**config.mk**
```make
export PLATFORM = sky130hd
export DESIGN_NAME = adder_accumulator
export DESIGN_NICKNAME = d
export VERILOG_FILES = /design/src/rtl/acc_pkg.sv /design/src/rtl/acc_add_core.sv /design/src/rtl/adder_accumulator.sv
export SDC_FILE = /design/constraint.sdc
export NUM_CORES = 1
export LEC_CHECK = 0
export CELL_PAD_IN_SITES_DETAIL_PLACEMENT = 1
export CELL_PAD_IN_SITES_GLOBAL_PLACEMENT = 1
export CORE_AREA = 5 5 78 80
export DETAILED_ROUTE_END_ITERATION = 12
export DIE_AREA = 0 0 83 85
export PLACE_DENSITY = 0.87
export SYNTH_ARGS = -nofsm -noshare
export SYNTH_HDL_FRONTEND = slang
export SYNTH_SLANG_ARGS = --single-unit
```
**constraint.sdc**
```tcl
create_clock -name clk -period 6.9 [get_ports clk]
set_clock_uncertainty 0.15 [all_clocks]
set_input_delay 1.38 -clock clk [delete_from_list [all_inputs] [get_ports clk]]
set_output_delay 1.38 -clock clk [all_outputs]
set_load 0.005 [all_outputs]
```
**src/rtl/acc_pkg.sv**
```systemverilog
// Shared types and default widths for the adder/accumulator.
package acc_pkg;

  localparam int N_DEF  = 16;
  localparam int CW_DEF = 8;

  typedef enum logic [1:0] {
    IDLE,
    ACCUM,
    HOLD
  } state_t;

endpackage

```
**src/rtl/acc_add_core.sv**
```systemverilog
// N-bit adder with carry-in and carry-out.
module acc_add_core
  import acc_pkg::*;
#(
  parameter int N = N_DEF
) (
  input  logic [N-1:0] a,
  input  logic [N-1:0] b,
  input  logic         cin,
  output logic [N-1:0] sum,
  output logic         cout
);

  assign {cout, sum} = {1'b0, a} + {1'b0, b}
                     + {{N{1'b0}}, cin};

endmodule

```
**src/rtl/adder_accumulator.sv**
```systemverilog
// Grouped accumulator: sums beats until in_last, counts carries.
// Define ACC_SATURATE_EN for a sticky all-ones saturating sum.
module adder_accumulator
  import acc_pkg::*;
#(
  parameter int N  = N_DEF,
  parameter int CW = CW_DEF
) (
  input  logic          clk,
  input  logic          rst_n,
  input  logic          in_valid,
  output logic          in_ready,
  input  logic [N-1:0]  in_data,
  input  logic          in_last,
  output logic          out_valid,
  input  logic          out_ready,
  output logic [N-1:0]  out_sum,
  output logic [CW-1:0] out_carry_cnt,
  output logic          out_ovf
);

  localparam logic [CW-1:0] CMAX = '1;

  state_t        state;
  logic [N-1:0]  acc;
  logic [N-1:0]  acc_nxt;
  logic [N-1:0]  sum;
  logic [CW-1:0] cnt;
  logic          c;
  logic          in_fire;
  logic          out_fire;

  acc_add_core #(.N(N)) u_add (
    .a    (acc),
    .b    (in_data),
    .cin  (1'b0),
    .sum  (sum),
    .cout (c)
  );

  assign in_fire  = in_valid & in_ready;
  assign out_fire = out_valid & out_ready;

`ifdef ACC_SATURATE_EN
  // Once pinned at all-ones the sum stays there for the group.
  assign acc_nxt = (c | (&acc)) ? '1 : sum;
`else
  assign acc_nxt = sum;
`endif

  always_ff @(posedge clk or negedge rst_n) begin
    if (!rst_n) begin
      state     <= IDLE;
      acc       <= '0;
      cnt       <= '0;
      in_ready  <= 1'b1;
      out_valid <= 1'b0;
    end else begin
      unique case (state)
        IDLE: begin
          if (in_fire) begin
            acc <= in_data;
            cnt <= '0;
            if (in_last) begin
              state     <= HOLD;
              in_ready  <= 1'b0;
              out_valid <= 1'b1;
            end else begin
              state <= ACCUM;
            end
          end
        end
        ACCUM: begin
          if (in_fire) begin
            acc <= acc_nxt;
            cnt <= cnt + CW'(c & (cnt != CMAX));
            if (in_last) begin
              state     <= HOLD;
              in_ready  <= 1'b0;
              out_valid <= 1'b1;
            end
          end
        end
        HOLD: begin
          if (out_fire) begin
            state     <= IDLE;
            in_ready  <= 1'b1;
            out_valid <= 1'b0;
          end
        end
        default: begin
          state     <= IDLE;
          in_ready  <= 1'b1;
          out_valid <= 1'b0;
        end
      endcase
    end
  end

  assign out_sum       = acc;
  assign out_carry_cnt = cnt;
  assign out_ovf       = (cnt == CMAX);

endmodule
```
# [Yosys cells after proc, flatten, opt, wreduce, memory -nomap -nowiden]
# Cells that the tools add are included.
[word_totals] word_cells=46 mem_count=0 mem_bits_ro=0 output_inout_bits=27 latch_bits=0 input_bits=21 ram_bits=0 reg_bits=28
[op_classes] muxes=20 bitwise_logic=3 shifts=0 mul=0 n_eq_ne=10 order_cmp=0 div_mod_pow=0 reduce_logical=6 n_addsub=2
[op_table] cell="2-to-1 mux 16 bit" count=2
[op_table] cell="case mux 16 bit (2 select lines)" count=1
[op_table] cell="adder 16 x 16 -> 17 bit" count=1
[op_table] cell="2-to-1 mux 8 bit" count=2
[op_table] cell="case mux 8 bit (2 select lines)" count=1
[op_table] cell="2-to-1 mux 2 bit" count=5
[op_table] cell="adder 8 x 1 -> 8 bit" count=1
[op_table] cell="equality test 8 bit, second input constant" count=1
[op_table] cell="!= test 2 bit, second input constant" count=4
[op_table] cell="!= test 8 bit, second input constant" count=1
[op_table] cell="2-to-1 mux 1 bit" count=6
[op_table] cell="case mux 2 bit (3 select lines)" count=1
[op_table] cell="AND reduction 3 bit" count=2
[op_table] cell="!= test 2 x 1 -> 1 bit, second input constant" count=2
[op_table] cell="case mux 1 bit (2 select lines)" count=2
[op_table] cell="AND reduction 4 bit" count=1
[op_table] cell="bitwise AND 1 bit" count=3
[op_table] cell="equality test 2 x 1 -> 1 bit, second input constant" count=1
[op_table] cell="equality test 2 bit, second input constant" count=1
[op_table] cell="logical NOT 2 bit" count=1
[op_table] cell="nonzero test 2 bit" count=1
[op_table] cell="OR reduction 2 bit" count=1

# [Longest topological paths before layout]
# Gate-level depths: netlist of the first run.
[logic_depth] depth_word=5 ltp_mapped=15 ltp_nobuf=15

# [Modules after synthesis]
# Synthesis of the first run repeated with hierarchy kept, for this count alone.
[hier_totals] cells_unflattened=228 area_unflattened_um2=2067.0
[modules_own_cells] module="adder_accumulator" area_each_um2=1333.8 n_inst=1 cells_each=139 seq_area_each_um2=701.9
[modules_own_cells] module="acc_add_core" area_each_um2=733.2 n_inst=1 cells_each=89 seq_area_each_um2=0.0

# [Least setup slack after synthesis of the first run]
# Ideal clock, no wire load.
[synth_path] path_kind="input to register" start="input in_data[0]" end="register cnt[6], in the netlist out_carry_cnt[6]" setup_slack_ps=2694 setup_time_ps=95 t_arrival_ps=3960 path_buffers=0 t_required_ps=6655 stages=15 cell_sequence="ha_1 fa_1 a21o_1 a221oi_2 a21oi_2 a221o_2 a31oi_1 o21ai_0 ha_1 ha_1 nand3_1 o21ai_0 nand2_1 nand2_1 o31ai_1"
[synth_via] elab_chain_cells=5
[synth_rtl] element="from (decl)" line="adder_accumulator.sv:13" text="input logic [N-1:0] in_data,"
[synth_rtl] element="adder 16 x 16 -> 17 bit" line="acc_add_core.sv:14" text="assign {cout, sum} = {1'b0, a} + {1'b0, b}"
[synth_rtl] element="bitwise AND 1 bit" line="adder_accumulator.sv:76" text="cnt <= cnt + CW'(c & (cnt != CMAX));"
[synth_rtl] element="adder 8 x 1 -> 8 bit" line="adder_accumulator.sv:76"
[synth_rtl] element="2-to-1 mux 8 bit" line="adder_accumulator.sv:74" text="if (in_fire) begin"
[synth_rtl] element="case mux 8 bit (2 select lines)" line="adder_accumulator.sv:59" text="unique case (state)"
[synth_rtl] element="to (signal assigned)" line="adder_accumulator.sv:76"
[synth_rtl] element="to (decl)" line="adder_accumulator.sv:28" text="logic [CW-1:0] cnt;"
# Every way passes these cells. The select of a mux whose other input is x is not followed.
# A chain may end at the register's enable or synchronous reset.

# [Worst setup path in the final report of the first run]
# Ends and elaborated chain as after synthesis.

==> results by group, run 1 <==
Timing
  – Setup TNS: 0 ns
  – Final Hold Viols: 0
  – Slew Viols, Final: 0
  – Worst-margin pin slew: 0.7115 ns
  – Final setup viols: 0
  – Fin crit period: 4.655 ns
  – RSZ-0062 raised after global routing: false
  – Max_slew headroom: 52.57%
  – F_max: 214.8 MHz
  – Final Cycle Share: 67.46%

CTS
  – H-tree Lvls: 1
  – CTS Sinks: 28
  – Number of setup buffers added after CTS: 0
  – CTS tree: yes
  – Worst-path clk slew: 0.10 ns
  – Hold Buf Count CTS: 0
  – CTS Buf Count: 3
  – CTS resizes: 0
  – Clock latency on the worst-skew pair: 0.28 ns
  – CTS Root Cell: clkbuf_8
  – Clock buffer depth: 2

Routing
  – DRT Wirelength: 5.819 mm
  – Post-route ant nets: 0
  – Drt pass-1 iters: 4
  – Drt wl/cell: 16.44 µm
  – DRT iter0 DRCs: 53
  – # DRC: 0
  – DR vias: 1,954
  – Via/cell ratio: 5.520

Synth
  – Ys Warns: 0
  – Distinct cells, synth: 35
  – EDFF count, synth: 0
  – Syn_area_per_cell: 8.487 µm²
  – Top cell type's share of synthesized area: 33.88%
  – Syn Inst Count: 235
  – Ys flop type: dfrtp_1
  – Most numerous cell in the Yosys netlist: nand2_1
  – Top cells by area, synth: dfrtp_1 (34%), ha_1 (11%), a21oi_1 (7.3%), o21ai_0 (7.3%), nand2_1 (6.2%)
  – Post-synth ARST share: 100.0%
  – Mapped cell area: 0.001994 mm²
  – Commonest cells post-synth: nand2_1 (33), a21oi_1 (29), o21ai_0 (29)
  – Seq/Total Area, Yosys: 35.19%
  – Post-Syn Nets: 275
  – Biggest area consumer among synthesized cells: dfrtp_1
  – Yosys reg bits: 28

Floorplan
  – Die X: 83 µm
  – Boundary Pins: 48
  – Area of the core: 0.005338 mm²
  – Die H: 85 µm
  – # rows: 27
  – Die area: 0.007055 mm²
  – Initial Utilization: 37.37%

Worst setup path
  – Worst Setup End Kind: flip-flop
  – Setup Crit Path Kind: primary input to flip-flop
  – Worst r2r path cells: 15
  – Critical R2R Capture: out_carry_cnt[6]$_DFFE_PN0P_
  – Reg-to-reg setup timing slack: 3.38 ns
  – Worst EP arrival: 4.70 ns
  – Crit Path Max Fanout: 3
  – Startpoint types: primary input
  – Worst Path Required: 6.94 ns
  – Critical R2R Launch: out_sum[0]$_DFFE_PN0P_
  – Crit path from: in_data[0]

GRT
  – Congestion Overflow GR: 0
  – Overall global routing resource usage: 16.90%
  – Global-route wire length before repair: 10.05 mm
  – Vias in the first global route: 2,113
  – Antenna violations before repair: 0
  – Largest net degree at the start of global routing: 33

Min path
  – Hold Path Cell Cnt: 1
  – Hold_sp: out_carry_cnt[6]$_DFFE_PN0P_
  – Worst Hold Endpoint: out_carry_cnt[6]$_DFFE_PN0P_
  – HP Class: flip-flop to flip-flop

Power
  – Leakage: 1.172 nW
  – Max VDD drop: 0.00006875 V
  – Total power divided by cell area: 114.1 mW/mm²

Placement
  – DP Area: 0.002551 mm²
  – PortBufs: 47
  – DP Wirelength: 4.345 mm
  – GP Congestion: 0.8713

Cells and area
  – Fillcell total: 665
  – Share of cells above drive strength 1: 4.965%
  – Number of inserted diodes: 0
  – Nets@finish: 323
  – Area grow syn2layout: 30.18%
  – Design Area, Final: 0.002596 mm²

Run
  – MaxCap Viol Count: 0

Status
  – Status: finished, final reports clean
-- state kept, by name (all words and copies together) (netlist names) --
register	flops
state	2
in_ready	1
out_valid	1
out_sum	16
out_carry_cnt	8
-- report_power, final --
part / internal (W) / switching [W] / total [W] / leakage [nW]
Sequential: 0.000164 / 0 / 0.000164 / 0.388
Clock: 0.0000416 / 0.0000559 / 0.0000975 / 0.0228
Combinational: 0.0000178 / 0.0000168 / 0.0000347 / 0.761
-- cell type report --
cell class	count	area, µm²	area share (%)
Multi-Input combinational cell	197	1255	48.34
Sequential cell	28	701.9	27.04
Timing Repair Buffer	50	493.0	18.99
Tap cell	72	90.09	3.470
Clock buffer	4	45.04	1.735
Inverter	3	11.26	0.4337
-- cells by family (layout without fill, tap and decap cells) --
logic type	count (synthesis)	count (layout)	share of synthesized area, %
simple gates	76	76	17.44
fa+ha+maj	19	19	12.30
xor+xnor	10	10	4.391
mux	6	6	3.262
flops	28	28	35.19
buf+inv	10	57	1.882
compound gates	86	86	25.53
-- worst max-delay path, stage by stage --
cell	delay [ns]
clkdlybuf4s50_1	0.43
ha_1	0.25
fa_1	0.41
a21o_1	0.21
a221oi_2	0.36
a21oi_2	0.12
a221o_2	0.39
a31oi_1	0.17
o21ai_0	0.12
ha_1	0.21
ha_1	0.21
nand3_1	0.12
o21ai_0	0.08
nand2_1	0.11
nand2_1	0.05
o31ai_1	0.06
-- metrics by stage --
step | hold WS, ns | power (W) | utilization, % | setup slack (ns) | cells
final | 0.3782 | 0.0002961 | 48.64 | 2.245 | 354
after global routing | 0.4104 | 0.0003112 | 48.64 | 1.986 | 354
after CTS | 0.3790 | 0.0002978 | 48.64 | 2.200 | 354
after detailed placement | 0.3644 | 0.0002020 | 47.80 | 1.924 | 350
after global placement | 0.3527 | 0.0002010 | 47.80 | 2.051 | 350
after floorplan | 0.3341 | 0.0001812 | - | 2.694 | 235
-- metal layers --
metal / track usage (%) / routed length (µm) / vias to the layer above
met5: 0 / 0 / -
met4: 4.458 / 57 / 0
met3: 1.845 / 129 / 5
met2: 30.17 / 2877 / 31
met1: 21.70 / 2754 / 956
li1: - / - / 962
-- cell usage in the layout, fill, tap and decap left out, types with 2 or more instances in the layout --
cell type / count
a31oi_1: 2
a21boi_0: 2
nand3_1: 6
clkdlybuf4s50_1: 47
ha_1: 18
nor3_1: 3
mux2i_1: 5
nand2_1: 33
xnor2_1: 5
a21oi_1: 29
o21ai_0: 29
o22ai_1: 5
inv_1: 3
o211ai_1: 2
dfrtp_1: 27
and3_1: 9
nor2_1: 14
nand4_1: 4
clkbuf_8: 3
buf_4: 3
o21a_1: 3
a21o_1: 5
a21oi_2: 2
or3_1: 5
xor2_1: 5
o31ai_1: 2
-- worst max path at each step --
stage | end | slack [ns] | cells after the start
final | out_carry_cnt[6]$_DFFE_PN0P_ | 2.25 | 16
after global routing | out_carry_cnt[6]$_DFFE_PN0P_ | 1.99 | 16
after CTS | out_carry_cnt[6]$_DFFE_PN0P_ | 2.20 | 16
after detailed placement | out_carry_cnt[6]$_DFFE_PN0P_ | 1.92 | 16
after global placement | out_carry_cnt[6]$_DFFE_PN0P_ | 2.05 | 16
after floorplan | out_carry_cnt[6]$_DFFE_PN0P_ | 2.69 | 15
Power figures use the tool's default switching activity.
==> inputs of run 2 (changes only) <==
--- a/config.mk
+++ b/config.mk
@@ -7,10 +7,10 @@
 export LEC_CHECK = 0
 export CELL_PAD_IN_SITES_DETAIL_PLACEMENT = 1
 export CELL_PAD_IN_SITES_GLOBAL_PLACEMENT = 1
-export CORE_AREA = 5 5 78 80
+export CORE_AREA = 5 5 84 86
 export DETAILED_ROUTE_END_ITERATION = 12
-export DIE_AREA = 0 0 83 85
-export PLACE_DENSITY = 0.87
+export DIE_AREA = 0 0 89 91
+export PLACE_DENSITY = 0.8
 export SYNTH_ARGS = -nofsm -noshare
 export SYNTH_HDL_FRONTEND = slang
 export SYNTH_SLANG_ARGS = --single-unit
==> constraint.sdc (replaced) <==
create_clock -name clk -period 4.1 [get_ports clk]
set_clock_uncertainty 0.15 [all_clocks]
set_input_delay 0.82 -clock clk [delete_from_list [all_inputs] [get_ports clk]]
set_output_delay 0.82 -clock clk [all_outputs]
set_load 0.005 [all_outputs]
==> run 2 against run 1 <==
Compared with the run above: clock power up 130%; critical path depth up 1; global-route usage down 2.2 points; count of clock-buffer cells in the layout down 1; final area up 4.9%; critical endpoint unchanged; largest cell class unchanged.
==> results by group, run 2 (synthesis results as in run 1) <==
Worst setup path
  – CP max stage cell: clkdlybuf4s50_1
  – Worst path max stage delay: 0.43 ns (about the same)
  – Critical Path, Cell by Cell: clkdlybuf4s50_1 > ha_2 > fa_2 > a21o_1 > a221oi_2 > buf_4 > a21oi_2 > a221o_2 > a31oi_2 > o21ai_1 > ha_1 > ha_1 > nand3_1 > o21ai_0 > nand2_1 > nand2_1 > o31ai_1
  – Worst Setup End Kind: flip-flop
  – Worst Path Required: 4.15 ns (-2.79 ns)
  – Startpoint types: primary input
  – Crit Path Max Fanout: 3 (unchanged)
  – Worst EP arrival: 3.94 ns (-0.76 ns)
  – Setup Crit Path Kind: primary input to flip-flop

CTS
  – CTS tree: yes
  – H-tree Lvls: 1 (unchanged)
  – Clock latency on the worst-skew pair: 0.28 ns (about the same)
  – CTS Root Cell: clkbuf_8
  – CTS Buf Count: 3 (unchanged)
  – Worst-path clk slew: 0.11 ns (about the same)
  – Hold Buf Count CTS: 0 (unchanged)
  – Clock buffer depth: 2 (unchanged)
  – CTS Sinks: 28 (unchanged)

Power
  – Leakage: 1.235 nW (+5.4%)
  – Max VDD drop: 0.0001592 V (+130%)
  – Power share of the clock group: 40.3% (+7.4 points)
  – Switching Fraction: 22.40% (-2.1 points)
  – Total power divided by cell area: 208.1 mW/mm² (+82%)
  – Flop pwr share: 48.7% (-6.7 points)
  – Psw: 0.0001269 W (+75%)
  – Combinational Power Share: 11.0% (-0.7 points)
  – Cell-internal power: 0.0004397 W (+97%)

Cells and area
  – Commonest cells after routing, fill and taps aside: clkdlybuf4s50_1 (47), nand2_1 (33), a21oi_1 (29)
  – Area grow syn2layout: 36.51%
  – Max FFs per register: 16 (unchanged)
  – Core Util, Final: 43.88% (-4.8 points)
  – Share of cells above drive strength 1: 9.898% (+4.9 points)
  – Nets@finish: 334 (+3.4%)
  – Number of inserted diodes: 0 (unchanged)
  – Commonest non-fill, non-tap cell in the layout: clkdlybuf4s50_1

Timing
  – Worst-margin pin slew: 0.7404 ns (+0.02899 ns)
  – Setup TNS: 0 ns (unchanged)
  – Max_slew headroom: 50.64% (-1.9 points)
  – Fin crit period: 3.892 ns
  – Final Hold Viols: 0 (unchanged)
  – Final setup viols: 0 (unchanged)
  – RSZ-0062 raised after global routing: false
  – Slew Viols, Final: 0 (unchanged)
  – F_max: 256.9 MHz
  – Final Cycle Share: 94.93%

Routing
  – Met2 wire length: 2.903 mm (+0.90%)
  – Met1 WL: 2.770 mm (+0.58%)
  – DR WL met3: 238 µm (+84%)
  – DR vias: 1,987 (+1.7%)
  – DRT Wirelength: 5.950 mm (+2.3%)
  – # DRC: 0 (unchanged)
  – Top Metal Used: met4
  – Via/cell ratio: 5.370 (-2.7%)
  – Drt wl/cell: 16.08 µm (-2.2%)
  – Drt pass-1 iters: 4 (unchanged)
  – DRT iter0 DRCs: 55 (+3.8%)
  – Post-route ant nets: 0 (unchanged)

Placement
  – PortBufs: 47 (unchanged)
  – DP Wirelength: 4.401 mm (+1.3%)
  – GP Congestion: 0.8165 (-6.3%)

Run
  – MaxCap Viol Count: 0 (unchanged)

Min path
  – HP Class: flip-flop to flip-flop

GRT
  – Vias in the first global route: 2,052 (-2.9%)
  – Congestion Overflow GR: 0 (unchanged)
  – Overall global routing resource usage: 14.72% (-2.2 points)
  – Global-route wire length before repair: 9.832 mm (-2.1%)
  – Largest net degree at the start of global routing: 29 (-12%)
  – Antenna violations before repair: 0 (unchanged)

Floorplan
  – Boundary Pins: 48 (unchanged)
  – Die area: 0.008099 mm² (+15%)
  – Die H: 91 µm (+7.1%)
  – # rows: 29 (+7.4%)
  – Initial Utilization: 32.14% (-5.2 points)
  – Area of the core: 0.006205 mm² (+16%)
  – Die X: 89 µm (+7.2%)

Status
  – Status: finished, final reports clean
## run 2: cell count changes in the layout (fill, tap and decap cells not counted)
cell / previous run / this run
o21ai_1: 0 / 1
ha_1: 18 / 17
clkbuf_1: 1 / 0
o21ai_0: 29 / 28
a31oi_2: 0 / 1
ha_2: 0 / 1
fa_1: 1 / 0
buf_4: 3 / 14
bufinv_16: 0 / 1
a31oi_1: 2 / 1
fa_2: 0 / 1
## run 2: cell type report
cell class | count | area, µm²
inverter | 3 | 11.26
clock inverter | 1 | 30.03
fill | 720 | 3482
clock buffer | 3 | 41.29
sequential | 28 | 701.9
timing repair buffer | 61 | 575.6
tap | 77 | 96.34
multi-input combinational | 197 | 1266
## run 2: timing repair
item | 4_1_cts | 5_1_grt
setup buffers | 0 | 1
resized for setup | 0 | 4
setup endpoints to repair | 0 | 4
hold endpoints to repair | 0 | 0
## run 2: power groups by stage
| stage | registers (W) | logic (W) | clock network, W |
|---|---|---|---|
| 2_1_floorplan | 0.000281 | 0.0000235 | 0 |
| 3_3_place_gp | 0.000281 | 0.0000605 | 0 |
| 3_5_place_dp | 0.000281 | 0.0000620 | 0 |
| 4_1_cts | 0.000276 | 0.0000624 | 0.000234 |
| 5_1_grt | 0.000276 | 0.0000693 | 0.000244 |
| 6_report | 0.000276 | 0.0000624 | 0.000228 |
## run 2: layer usage
layer	vias up	track usage, %
li1	977	-
met1	972	21.43
met2	34	23.76
met3	4	1.810
met4	0	2.233
met5	-	0
## run 2: per-stage QoR
step	power [W]	worst slack, ns	std cells	hold slack (ns)	instance area (µm²)
4_1_cts	0.0005726	0.07292	369	0.3804	2704
2_1_floorplan	0.0003049	0.4542	235	0.3341	1994
5_1_grt	0.0005897	0.02410	370	0.4201	2723
6_report	0.0005666	0.2077	370	0.3859	2723
3_3_place_gp	0.0003419	-0.1013	365	0.3523	2633
3_5_place_dp	0.0003434	-0.2095	365	0.3622	2633
## run 2: worst max-delay path, delay by kind of cell
kind                       cells  cell delay [ns]
AOI/OAI and AO/OA              8             1.28
adders and majority gates      4             0.97
buffers and inverters          2             0.59
and+or+nand+nor                3             0.28
## run 2: final timing paths
check / cells past startpoint / slack, ns / from / endpoint
min in group asynchronous: 2 / 0.77 / rst_n / out_sum[0]$_DFFE_PN0P_
worst max register to register: 16 / 0.78 / out_sum[0]$_DFFE_PN0P_ / out_carry_cnt[6]$_DFFE_PN0P_
worst min register to register: 1 / 0.39 / out_carry_cnt[6]$_DFFE_PN0P_ / out_carry_cnt[6]$_DFFE_PN0P_
worst min-delay path: 1 / 0.39 / out_carry_cnt[6]$_DFFE_PN0P_ / out_carry_cnt[6]$_DFFE_PN0P_
worst max-delay path: 17 / 0.21 / in_data[0] / out_carry_cnt[6]$_DFFE_PN0P_
max in group asynchronous: 2 / 2.71 / rst_n / in_ready$_DFFE_PN1P_
==> inputs of run 3 (changes only) <==
--- a/config.mk
+++ b/config.mk
@@ -5,12 +5,14 @@
 export SDC_FILE = /design/constraint.sdc
 export NUM_CORES = 1
 export LEC_CHECK = 0
+export ABC_AREA = 1
 export CELL_PAD_IN_SITES_DETAIL_PLACEMENT = 1
 export CELL_PAD_IN_SITES_GLOBAL_PLACEMENT = 1
-export CORE_AREA = 5 5 84 86
+export CORE_AREA = 2 2 91 93
 export DETAILED_ROUTE_END_ITERATION = 12
-export DIE_AREA = 0 0 89 91
-export PLACE_DENSITY = 0.8
+export DIE_AREA = 0 0 93 95
+export PLACE_DENSITY = 0.81
 export SYNTH_ARGS = -nofsm -noshare
 export SYNTH_HDL_FRONTEND = slang
+export SYNTH_HIERARCHICAL = 1
 export SYNTH_SLANG_ARGS = --single-unit
==> run 3 against run 2 <==
Compared with the run above: worst hold slack worse by 0.027 ns; largest power group unchanged; critical path depth is 1 higher; sequential power hardly changed; fmax grew 8.5%; routed wire length grew 22%; final area is 18% higher; core utilization shrank 3.5 points; die area rose by 9.1%; highest routed layer unchanged.
==> results by group, run 3 <==
Status
  – Status: finished, final reports clean

Synth
  – Distinct cells, synth: 33 (-5.7%)
  – EDFF count, synth: 0 (unchanged)
  – Post-Syn Nets: 418 (+52%)
  – Top cell type's share of synthesized area: 26.00% (-7.9 points)
  – Post-synth ARST share: 100.0% (unchanged)
  – Syn_area_per_cell: 6.875 µm² (-19%)
  – Mapped cell area: 0.002599 mm² (+30%)
  – Commonest cells post-synth: nand2_1 (99), inv_1 (62), dfrtp_1 (27)
  – Ys flop type: dfrtp_1
  – Top cells by area, synth: dfrtp_1 (26%), nand2_1 (14%), inv_1 (9.0%), ha_1 (8.2%), nand3_1 (4.8%)
  – Most numerous cell in the Yosys netlist: nand2_1
  – Seq/Total Area, Yosys: 27.01% (-8.2 points)
  – Yosys reg bits: 28 (unchanged)
  – Syn Inst Count: 378 (+61%)
  – Ys Warns: 6 (+6)
  – Biggest area consumer among synthesized cells: dfrtp_1

Routing
  – # DRC: 0 (unchanged)
  – DR vias: 2,551 (+28%)
  – Via/cell ratio: 4.831 (-10%)
  – Post-route ant nets: 0 (unchanged)
  – DRT Wirelength: 7.284 mm (+22%)
  – Drt pass-1 iters: 4 (unchanged)
  – Drt wl/cell: 13.80 µm (-14%)
  – DRT iter0 DRCs: 55 (unchanged)

Power
  – Total power divided by cell area: 168.9 mW/mm² (-19%)
  – Power share of the clock group: 35.1% (-5.2 points)
  – Max VDD drop: 0.0001256 V (-21%)
  – Psw: 0.0001447 W (+14%)
  – Flop pwr share: 51.1% (+2.4 points)
  – Leakage: 1.649 nW (+33%)
  – Combinational Power Share: 13.9% (+2.9 points)
  – Cell-internal power: 0.0003958 W (-10%)
  – Switching Fraction: 26.78% (+4.4 points)

Cells and area
  – Share of cells above drive strength 1: 15.13% (+5.2 points)
  – Area grow syn2layout: 23.16%
  – Nets@finish: 464 (+39%)
  – Commonest non-fill, non-tap cell in the layout: nand2_1
  – Fillcell total: 1,023 (+42%)
  – Max FFs per register: 16 (unchanged)
  – Number of inserted diodes: 0 (unchanged)
  – Core Util, Final: 40.37% (-3.5 points)
  – Commonest cells after routing, fill and taps aside: nand2_1 (99), inv_1 (62), clkdlybuf4s50_1 (47)

Floorplan
  – Die area: 0.008835 mm² (+9.1%)
  – Area of the core: 0.007928 mm² (+28%)
  – # rows: 33 (+14%)
  – Die X: 93 µm (+4.5%)
  – Die H: 95 µm (+4.4%)
  – Initial Utilization: 32.78% (+0.64 points)
  – Boundary Pins: 48 (unchanged)

Worst setup path
  – Worst path max stage delay: 0.46 ns (+0.03 ns)
  – Worst r2r path cells: 17 (+1)
  – Worst Path Required: 4.13 ns (-0.02 ns)
  – Setup Crit Path Kind: primary input to flip-flop
  – Worst Setup End Kind: flip-flop
  – Critical Path, Cell by Cell: clkdlybuf4s50_1 > fa_1 > fa_1 > nand2_1 > nand2_1 > and2_4 > nand3_2 > nand3_2 > nand2_1 > nand2_1 > inv_1 > nor2_1 > ha_1 > ha_1 > nand3_1 > nand2_1 > nand4_1 > o21ai_0
  – Worst EP arrival: 3.61 ns (-0.33 ns)
  – Startpoint types: primary input
  – Worst path buffer plus inverter count: 2 (unchanged)
  – Crit Path Max Fanout: 5 (+2)
  – Cell family contributing the most delay on the critical path: adder cells
  – CP max stage cell: clkdlybuf4s50_1
  – Critical Path Stages: 18 (+1)
  – Most used cell, CP: nand2_1

Timing
  – Fin crit period: 3.587 ns (-0.3053 ns)
  – Final Cycle Share: 87.49% (-7.4 points)
  – Final Hold Viols: 0 (unchanged)
  – RSZ-0062 raised after global routing: false
  – Max_slew headroom: 39.08% (-12 points)
  – Final setup viols: 0 (unchanged)
  – Hold WS: 0.3589 ns (-0.02702 ns)
  – Slew Viols, Final: 0 (unchanged)
  – Worst-margin pin slew: 0.9112 ns (+0.1708 ns)
  – Setup TNS: 0 ns (unchanged)
  – F_max: 278.8 MHz (+8.5%)

CTS
  – CTS resizes: 0 (unchanged)
  – Worst-path clk slew: 0.11 ns (about the same)
  – CTS Root Cell: clkbuf_8
  – Clock latency on the worst-skew pair: 0.29 ns (about the same)
  – Clock buffer depth: 2 (unchanged)
  – Number of setup buffers added after CTS: 0 (unchanged)
  – CTS tree: yes
  – CTS Sinks: 28 (unchanged)
  – CTS Buf Count: 3 (unchanged)
  – H-tree Lvls: 1 (unchanged)
  – Hold Buf Count CTS: 0 (unchanged)

Min path
  – HP Class: flip-flop to flip-flop
  – Hold Path Cell Cnt: 2 (+1)

GRT
  – Overall global routing resource usage: 18.07% (+3.3 points)
  – Global-route wire length before repair: 12.80 mm (+30%)
  – GR Layer Usage met1: 20.68% (-0.75 points)
  – Largest net degree at the start of global routing: 29 (unchanged)
  – Antenna violations before repair: 0 (unchanged)
  – M3 GR Usage: 2.155% (+0.34 points)
  – Congestion Overflow GR: 0 (unchanged)
  – Grt peak-use layer: met2
  – Vias in the first global route: 2,860 (+39%)
  – GR Util met2: 35.51% (+12 points)

Placement
  – GP Congestion: 0.8127 (-0.47%)
  – PortBufs: 47 (unchanged)
  – DP Wirelength: 5.668 mm (+29%)

Run
  – MaxCap Viol Count: 0 (unchanged)
-- run 3: metrics by stage --
step	total power (W)	instances	worst slack [ns]	area [µm²]
final	0.0005406	528	0.5130	3201
after global routing	0.0005652	528	0.2971	3201
after CTS	0.0005520	528	0.4964	3201
after detailed placement	0.0003568	524	0.1685	3146
after global placement	0.0003544	524	0.3233	3146
after floorplan	0.0003180	378	0.9409	2599
-- run 3: final cells by class --
cell class	instances	area [µm²]	share of cell area, %
Inverter	69	259.0	8.092
Tap cell	105	131.4	4.105
Sequential cell	28	701.9	21.93
Multi-Input combinational cell	272	1560	48.75
Timing Repair Buffer	50	493.0	15.40
Clock buffer	4	55.05	1.720
-- run 3: power groups by stage --
stage / Clock (W) / Combinational, W / Sequential (W)
after global placement: 0 / 0.0000730 / 0.000281
after CTS: 0.000200 / 0.0000762 / 0.000276
after floorplan: 0 / 0.0000366 / 0.000281
final: 0.000190 / 0.0000750 / 0.000276
after global routing: 0.000204 / 0.0000848 / 0.000276
after detailed placement: 0 / 0.0000754 / 0.000281
-- run 3: worst min-delay path, cell delays in order (launching register included) --
cell and delay (ns):
dfstp_2 0.40, nand3_1 0.07, nand2_1 0.04
-- run 3: final timing paths --
check                                               endpoint                    from  slack, ns
worst max-delay path            out_carry_cnt[4]$_DFFE_PN0P_              in_data[0]       0.51
worst min-delay path                    in_ready$_DFFE_PN1P_    in_ready$_DFFE_PN1P_       0.36
worst max register to register  out_carry_cnt[4]$_DFFE_PN0P_  out_sum[0]$_DFFE_PN0P_       1.04
worst min register to register          in_ready$_DFFE_PN1P_    in_ready$_DFFE_PN1P_       0.36
max in group asynchronous               in_ready$_DFFE_PN1P_                   rst_n       2.72
min in group asynchronous       out_carry_cnt[7]$_DFFE_PN0P_                   rst_n       0.76
-- run 3: cell families after synthesis --
group / Yosys count / synth area share, %
buf+inv: 78 / 12.95
fa+ha+maj: 19 / 9.725
xor+xnor: 7 / 2.359
flops: 28 / 27.01
simple gates: 214 / 40.11
compound gates: 31 / 7.703
other cells: 1 / 0.1443
-- run 3: metal layers --
layer / share of wire [%] / wire length (µm) / up-vias
met4: 1.4 / 99 / 0
met3: 2.7 / 196 / 9
met1: 44 / 3215 / 1232
li1: - / - / 1270
met2: 52 / 3773 / 40
met5: 0 / 0 / -
